**src/rtl/seg7_scan_driver.sv**
```systemverilog
// seg7_scan_driver
//
// Drives a multiplexed six-position seven-segment display from a shadow copy of up to six
// BCD digits plus decimal-point flags. The shadow is captured on a load strobe. A
// free-running prescaler paces the position scan. Leading-zero blanking is optional.
//
// Parameters:
//   NUM_DIGITS  number of active positions (1..6), always the rightmost ones
//   SCAN_DIV    prescaler width; the scan advances once every 2^SCAN_DIV clk cycles
//   BLANK_LZ    1 = blank leading zeros, 0 = show every digit
//
// Ports:
//   clk         system clock
//   reset       asynchronous, active-high reset
//   load        capture strobe for digits_in/dp_in
//   digits_in   six BCD digits, digit k at [4k+3:4k], digit 0 rightmost
//   dp_in       decimal point per digit, bit k belongs to digit k
//   seg7_sel    active position, 3'b101 rightmost, decreasing leftward
//   seg7_out    segments {a,b,c,d,e,f,g}, active-high
//   dpt_out     decimal point of the active position, active-high
//   led_com     display common, tied high
//   frame_done  one-clk pulse when the scan wraps back to the rightmost position

module seg7_scan_driver #(
  parameter int unsigned NUM_DIGITS = 6,
  parameter int unsigned SCAN_DIV   = 17,
  parameter int unsigned BLANK_LZ   = 1
) (
  input  logic        clk,
  input  logic        reset,
  input  logic        load,
  input  logic [23:0] digits_in,
  input  logic [5:0]  dp_in,
  output logic [2:0]  seg7_sel,
  output logic [6:0]  seg7_out,
  output logic        dpt_out,
  output logic        led_com,
  output logic        frame_done
);

  // Rightmost position, and the leftmost active one where the scan wraps.
  localparam logic [2:0] SelRight = 3'd5;
  localparam logic [2:0] SelLeft  = 3'(6 - NUM_DIGITS);

  // ---------------------------------------------------------------------------
  // Shadow register
  // ---------------------------------------------------------------------------
  logic [23:0] shadow_digits_q, shadow_digits_d;
  logic [5:0]  shadow_dp_q, shadow_dp_d;

  always_comb begin
    shadow_digits_d = shadow_digits_q;
    shadow_dp_d     = shadow_dp_q;
    if (load) begin
      shadow_digits_d = digits_in;
      shadow_dp_d     = dp_in;
    end
  end

  always_ff @(posedge clk or posedge reset) begin
    if (reset) begin
      shadow_digits_q <= '0;
      shadow_dp_q     <= '0;
    end else begin
      shadow_digits_q <= shadow_digits_d;
      shadow_dp_q     <= shadow_dp_d;
    end
  end

  // ---------------------------------------------------------------------------
  // Prescaler
  // ---------------------------------------------------------------------------
  logic [SCAN_DIV-1:0] presc_q, presc_d;
  logic                tick;

  // Tick on the all-ones count; the counter then rolls over to zero by itself.
  assign tick    = &presc_q;
  assign presc_d = presc_q + SCAN_DIV'(1);

  always_ff @(posedge clk or posedge reset) begin
    if (reset) begin
      presc_q <= '0;
    end else begin
      presc_q <= presc_d;
    end
  end

  // ---------------------------------------------------------------------------
  // Position scan
  // ---------------------------------------------------------------------------
  logic [2:0] sel_q, sel_d;
  logic       frame_done_q, frame_done_d;

  always_comb begin
    sel_d        = sel_q;
    frame_done_d = 1'b0;
    if (tick) begin
      if (sel_q == SelLeft) begin
        sel_d        = SelRight;
        frame_done_d = 1'b1;
      end else begin
        sel_d = sel_q - 3'd1;
      end
    end
  end

  always_ff @(posedge clk or posedge reset) begin
    if (reset) begin
      sel_q        <= SelRight;
      frame_done_q <= 1'b0;
    end else begin
      sel_q        <= sel_d;
      frame_done_q <= frame_done_d;
    end
  end

  // ---------------------------------------------------------------------------
  // Digit select, blanking and decode
  // ---------------------------------------------------------------------------
  logic [2:0] pos;
  logic [3:0] digit;
  logic       dp_sel;
  logic [7:0] upper_zero;
  logic       blank;

  // Digit index counted from the right; sel never leaves 5..(6-NUM_DIGITS).
  assign pos = SelRight - sel_q;

  always_comb begin
    digit  = 4'd0;
    dp_sel = 1'b0;
    for (int k = 0; k < 6; k++) begin
      if (pos == 3'(k)) begin
        digit  = shadow_digits_q[4*k +: 4];
        dp_sel = shadow_dp_q[k];
      end
    end
  end

  // upper_zero[k]: every active digit from k up to the leftmost active one is 4'd0.
  // Codes 10..15 are not zero, so they stop the blanking run. Inactive digits are skipped.
  always_comb begin
    logic run;
    run        = 1'b1;
    upper_zero = '0;
    for (int k = 5; k >= 0; k--) begin
      if (k < int'(NUM_DIGITS)) begin
        run           = run & (shadow_digits_q[4*k +: 4] == 4'd0);
        upper_zero[k] = run;
      end
    end
  end

  assign blank = (BLANK_LZ != 0) && (pos != 3'd0) && upper_zero[pos];

  function automatic logic [6:0] bcd_to_seg(input logic [3:0] d);
    logic [6:0] s;
    case (d)
      4'd0:    s = 7'b1111110;
      4'd1:    s = 7'b0110000;
      4'd2:    s = 7'b1101101;
      4'd3:    s = 7'b1111001;
      4'd4:    s = 7'b0110011;
      4'd5:    s = 7'b1011011;
      4'd6:    s = 7'b1011111;
      4'd7:    s = 7'b1110000;
      4'd8:    s = 7'b1111111;
      4'd9:    s = 7'b1111011;
      default: s = 7'b0000000;
    endcase
    return s;
  endfunction

  always_comb begin
    seg7_out = bcd_to_seg(digit);
    if (blank) begin
      seg7_out = 7'b0000000;
    end
  end

  // The decimal point is deliberately left visible on blanked positions.
  assign dpt_out    = dp_sel;
  assign seg7_sel   = sel_q;
  assign frame_done = frame_done_q;
  assign led_com    = 1'b1;

endmodule

```
**config.mk**
```make
export PLATFORM = sky130hd
export DESIGN_NAME = seg7_scan_driver
export DESIGN_NICKNAME = d
export VERILOG_FILES = /design/src/rtl/seg7_scan_driver.sv
export SDC_FILE = /design/constraint.sdc
export NUM_CORES = 1
export LEC_CHECK = 0
export ABC_AREA = 0
export ABC_CLOCK_PERIOD_IN_PS = 2550
export BUFFER_PORTS_ARGS = -buffer_cell sky130_fd_sc_hd__clkbuf_2
export CAP_MARGIN = 20
export CORE_MARGIN = 1.5
export CORE_UTILIZATION = 40
export CTS_CLUSTER_DIAMETER = 200
export DETAILED_ROUTE_END_ITERATION = 8
export GPL_TIMING_DRIVEN = 0
export MAX_ROUTING_LAYER = met4
export SLEW_MARGIN = 20
export SYNTH_ARGS = -nofsm -noshare
export SYNTH_HDL_FRONTEND = slang
export SYNTH_SLANG_ARGS = --single-unit
```
**constraint.sdc**
```tcl
create_clock -name clk -period 2.55 [get_ports clk]
set_input_delay 0.51 -clock clk [delete_from_list [all_inputs] [get_ports clk]]
set_output_delay 0.51 -clock clk [all_outputs]
set_load 0.005 [all_outputs]
```
## Yosys cells after proc, flatten, opt, wreduce, memory -nomap -nowiden

Memory sizes are Yosys's and may differ from the RTL's.
Cells that the tools add are included.

| storage, ports and cells | value |
|---|---|
| bits in read-only memories | 112 |
| output and inout port bits | 13 |
| memories | 1 |
| register bits after elaboration | 51 |
| logic and storage cells | 49 |
| bits of input ports | 33 |

Memory list:

| memory | depth | width | read ports | clocked after memory_dff | wr ports | RTL line | text |
|---|---|---|---|---|---|---|---|
| (name not given) | 16 | 7 | 1 | 0 | 0 | 158 | `case (d)` |

| cells by class | value |
|---|---|
| add/subtract/negate cells | 3 |
| magnitude comparators | 1 |
| muxes and demuxes | 18 |
| reductions and logical operators | 11 |
| bitwise gates (word level) | 5 |
| equality and inequality tests | 5 |

Operators with widths:

| operator | number |
|---|---|
| $logic_not A4 Y1 | 6 |
| $mux W4 | 6 |
| $add A17 B1 Y17 const B | 1 |
| $reduce_and A17 Y1 | 1 |
| $mux W1 | 9 |
| $mux W7 | 1 |
| $eq A3 B2 Y1 const B | 2 |
| $eq A3 B3 Y1 const B | 2 |
| $logic_not A3 Y1 | 2 |
| $and A1 B1 Y1 | 5 |
| $lt A3 B4 Y1 const B | 1 |
| $bmux W1 S3 | 1 |
| $eq A3 B1 Y1 const B | 1 |
| $mux W3 | 1 |
| $reduce_bool A3 Y1 | 1 |
| $sub A3 B1 Y3 const B | 1 |
| $sub A3 B3 Y3 const A | 1 |
| $logic_and A1 B1 Y1 | 1 |

## Logic depth before layout (Yosys ltp)

| logic depth | value |
|---|---|
| word-level depth | 10 |
| depth in mapped cells | 10 |
| depth with buffers taken out | 8 |

## Worst setup path after synthesis

No wires, ideal clock.

| timing | value |
|---|---|
| path kind | register to output |
| from | register sel_q[2] (netlist: seg7_sel[2]) |
| to | output port seg7_out[3] |
| path buffers | 1 |
| arrival time | 2,271 ps |
| setup slack | -231 ps |
| data required time | 2,040 ps |
| stages on the path, launching flop included | 9 |
| cell sequence | dfstp_2 > buf_2 > mux2i_1 > nor2_1 > o22ai_1 > inv_1 > ha_1 > or3_1 > a31oi_1 |

| between the ends | value |
|---|---|
| longest elaborated chain between the ends | 10 |
| elaborated cells between the ends (all ways) | 19 |
| classes of those cells | add/sub: 1; eq/ne: 5; mux: 9; reduce/logical: 3; memory: 1 |

Ends and longest elaborated chain:

| what | RTL line | text |
|---|---|---|
| start, declared | 91 | `logic [2:0] sel_q, sel_d;` |
| start signal, assigned | 109 | `sel_q <= SelRight;` |
| start signal, assigned | 112 | `sel_q <= sel_d;` |
| $sub A3 B3 Y3 * | 127 | `assign pos = SelRight - sel_q;` |
| $logic_not A3 Y1 | 133 | `if (pos == 3'(k)) begin` |
| $mux W4 (6 in series) | 133 |  |
| $mem_v2 Z16 W7 | - |  |
| $mux W7 * | 176 | `if (blank) begin` |
| end, declared | 35 | `output logic [6:0] seg7_out,` |

Every way passes the cells marked *; elsewhere a longest branch is shown, timed or not. The select of a mux whose other input is x is not followed.

## Worst setup path in the final report

| timing | value |
|---|---|
| from | register sel_q[2] (netlist: seg7_sel[2]) |
| to | output port seg7_out[0] |

The elaborated chain is that of the path after synthesis.

==> summary.txt <==
Timing
  • Final hold slack: about 0.27 ns
  • Skew final: 0.00447 ns
  • Final setup vio count: 7
  • Period utilization: 1.18
  • Slew HR: 0.573
  • Final WS setup: -0.465 ns
  • RSZ-0062 raised after global routing: true
  • Fmax: 332 MHz
  • Number of failing hold endpoints at the final stage: 0
  • Fin. max-slew vios: 0
  • Worst-Margin Slew: 0.640 ns
  • Crit path time final: 3.02 ns

Placement
  • Placed Cells: 343
  • IO Port Bufs: 43
  • Placement Setup Slack: -0.279 ns
  • Gpl congestion: 0.804
  • Hpwl dp: 3.91 mm

Worst setup path
  • CP arrival: 2.51 ns
  • R2R depth: 6
  • Critical path type: reg -> out
  • Critical path origin: seg7_sel[2]
  • Critical path endpoint category: primary output
  • CP startpoint kind: register
  • Worst setup path end: seg7_out[0]
  • RR Startpoint: presc_q[0]
  • R2r setup slk: between 0.5 and 0.6 ns
  • FF-to-FF End: seg7_sel[1]
  • Crit path max fanout: 6
  • Critical Path RT: 2.04 ns

Logic synthesis
  • Synthesized area: between 2000 and 3000 sq um
  • Async S/R FF share, synth: 1.00
  • Avg Cell Area, Syn: between 10 and 15 sq um
  • Synth Instances: ~220
  • Synthesis Warnings: 0
  • Ys flop type: dfrtp_1
  • Sequential share of the synthesized area: 0.495
  • EDFF count, synth: 0
  • #FFs+latches synth: between 50 and 60
  • Post-Syn Nets: 263
  • Synth unique cells: between 40 and 50

Route
  • WL final: 5.66 mm
  • Antenna-violating nets left: 0
  • Avg WL per Cell: 15.0 um
  • Vias: 1,965
  • Drt drc: 0
  • Vias per cell: 5.23
  • Iter 0 DRT Violations: 79
  • DR pass1 iterations: 4

Finish
  • P&R area growth vs syn: 30.3%
  • Utilization after layout: 0.533
  • Commonest cells after routing, fill and taps aside: 49 x dfrtp_1, 38 x clkbuf_2, 32 x mux2_2
  • Post-layout net count: 339
  • Fillers: 574
  • Antenna Cells: 0
  • Share of layout cells above drive strength 1: 0.468
  • Finished Layout Cells: 376
  • Commonest non-fill, non-tap cell in the layout: dfrtp_1

CTS
  • CTS Root Cell: clkbuf_8
  • Skew-Pair Late Insertion Delay: 0.30 ns
  • CTS H-tree lvls: 2
  • CTS Buf Count: 5
  • Hold Buf Count CTS: 0
  • CTS Buffer Depth: 2
  • Clock sink count: just over 50
  • Worst-path clk slew: 0.09 ns
  • CTS tree: yes

Pwr
  • LEAKAGE: 1.55 nW
  • Peak supply drop: 0.289 mV
  • Post-route total power: 1.66 mW
  • PD cells: 493 nW/um^2

Floorplanning
  • Die outline height: 83.4 um
  • Die X: 83.4 um
  • IO Pins: 46
  • Core area: between 6000 and 7000 sq um
  • Initial core utilization: 0.409
  • Die ar.: 6950 sq um
  • Row count: 29

Outcome
  • Failing checks: negative setup slack
  • Run status: complete, but fails checks

Run
  • Max Cap Viol: 0

Global routing
  • Largest net degree at the start of global routing: 29
  • First-pass GRT wire length: 9.67 mm
  • Grt total ovfl: 0
  • GRT Overall Usage: 0.178
  • Vias in the first global route: ~2,000
  • Antenna violations before repair: 0

Hold path
  • Worst hold path class: in -> async
==> per-stage QoR <==
| step | setup TNS (ns) | instance area, sq um |
|---|---|---|
| after floorplan | 0 | 2630 |
| after global placement | -0.831 | 2940 |
| after detailed placement | -0.873 | 2970 |
| after CTS | -2.28 | 3300 |
| after global routing | -3.44 | 3370 |
| final | -2.64 | 3370 |
==> report_power, final <==
group / internal [mW] / switching [mW] / total, mW
sequential: 0.856 / 0.0397 / 0.896
clock: 0.223 / 0.258 / 0.481
combinational: 0.158 / 0.126 / 0.284
total: 1.24 / 0.423 / 1.66
==> how the worst min path moves through the flow <==
stage,start,end
6_report,reset,shadow_dp_q[2]
5_1_grt,reset,shadow_dp_q[1]
4_1_cts,reset,shadow_dp_q[1]
3_5_place_dp,presc_q[5],presc_q[5]
3_3_place_gp,presc_q[5],presc_q[5]
2_1_floorplan,presc_q[5],presc_q[5]
==> area by class of cell <==
class                           instances  area (sq um)  area share
Buffer                                 10          71.3      0.0212
Clock buffer                            7          86.3      0.0256
Clock inverter                          1          8.76     0.00260
Inverter                                6          25.0     0.00743
Multi-Input combinational cell        155          1350       0.401
Sequential cell                        51          1280       0.380
Tap cell                               77          96.3      0.0286
Timing Repair Buffer                   69           449       0.133
==> sequential cells by signal (all words and copies together), names as in the netlist <==
| register | cells |
|---|---|
| shadow_digits_q | 24 |
| presc_q | 17 |
| shadow_dp_q | 6 |
| seg7_sel | 3 |
| frame_done | 1 |
==> cell families after synthesis <==
group,count (synthesis),synth area share
DFF,51,0.495
other,1,0.00145
adders and majority gates,8,0.0387
and+or+nand+nor,61,0.126
AOI/OAI and AO/OA,31,0.0891
xor gates and xnor gates,14,0.0474
buffers and inverters,16,0.0266
muxes,40,0.176
==> cell usage after synthesis (2+ instances only) <==
library cell	count	area, sq um
dfrtp_1	49	1230
mux2_2	33	372
nor2_1	12	45.0
nand2_1	10	37.5
xnor2_1	10	87.6
a21oi_1	8	40.0
ha_1	8	100
nand3_1	8	40.0
inv_1	6	22.5
mux2i_1	6	60.1
clkbuf_1	5	18.8
nand4_1	5	31.3
o21ai_0	5	25.0
buf_2	4	20.0
nand3b_1	4	30.0
nor2b_1	4	25.0
nor4_1	4	25.0
xor2_1	4	35.0
a31oi_1	3	18.8
and3_1	3	18.8
dfstp_2	2	52.6
nand2b_1	2	12.5
nor3_1	2	10.0
o211ai_1	2	15.0
or3_1	2	12.5
==> layer usage <==
layer / vias to the layer above / routed length (um) / GRT usage / part of all wire
met3: 6 / 269 / 0.0328 / 0.048
met5: - / 0 / - / 0
met2: 50 / 2600 / 0.268 / 0.46
li1: 948 / - / - / -
met4: 0 / 65 / 0.0500 / 0.011
met1: 961 / 2720 / 0.249 / 0.48
==> critical path, stage by stage, from the launching register on <==
cell	delay, ns
dfstp_2	0.60
buf_8	0.14
mux2i_2	0.22
nor3_2	0.07
a221oi_4	0.28
buf_4	0.19
inv_4	0.04
ha_4	0.15
mux2_4	0.27
o21ai_2	0.12
buf_2	0.12
==> timing repair <==
action	in CTS	in global routing
endpoints found under the setup margin	7	7
pin swaps	13	9
resized for setup	19	16
buffers inserted	21	4
(Power assumes the default switching activity.)
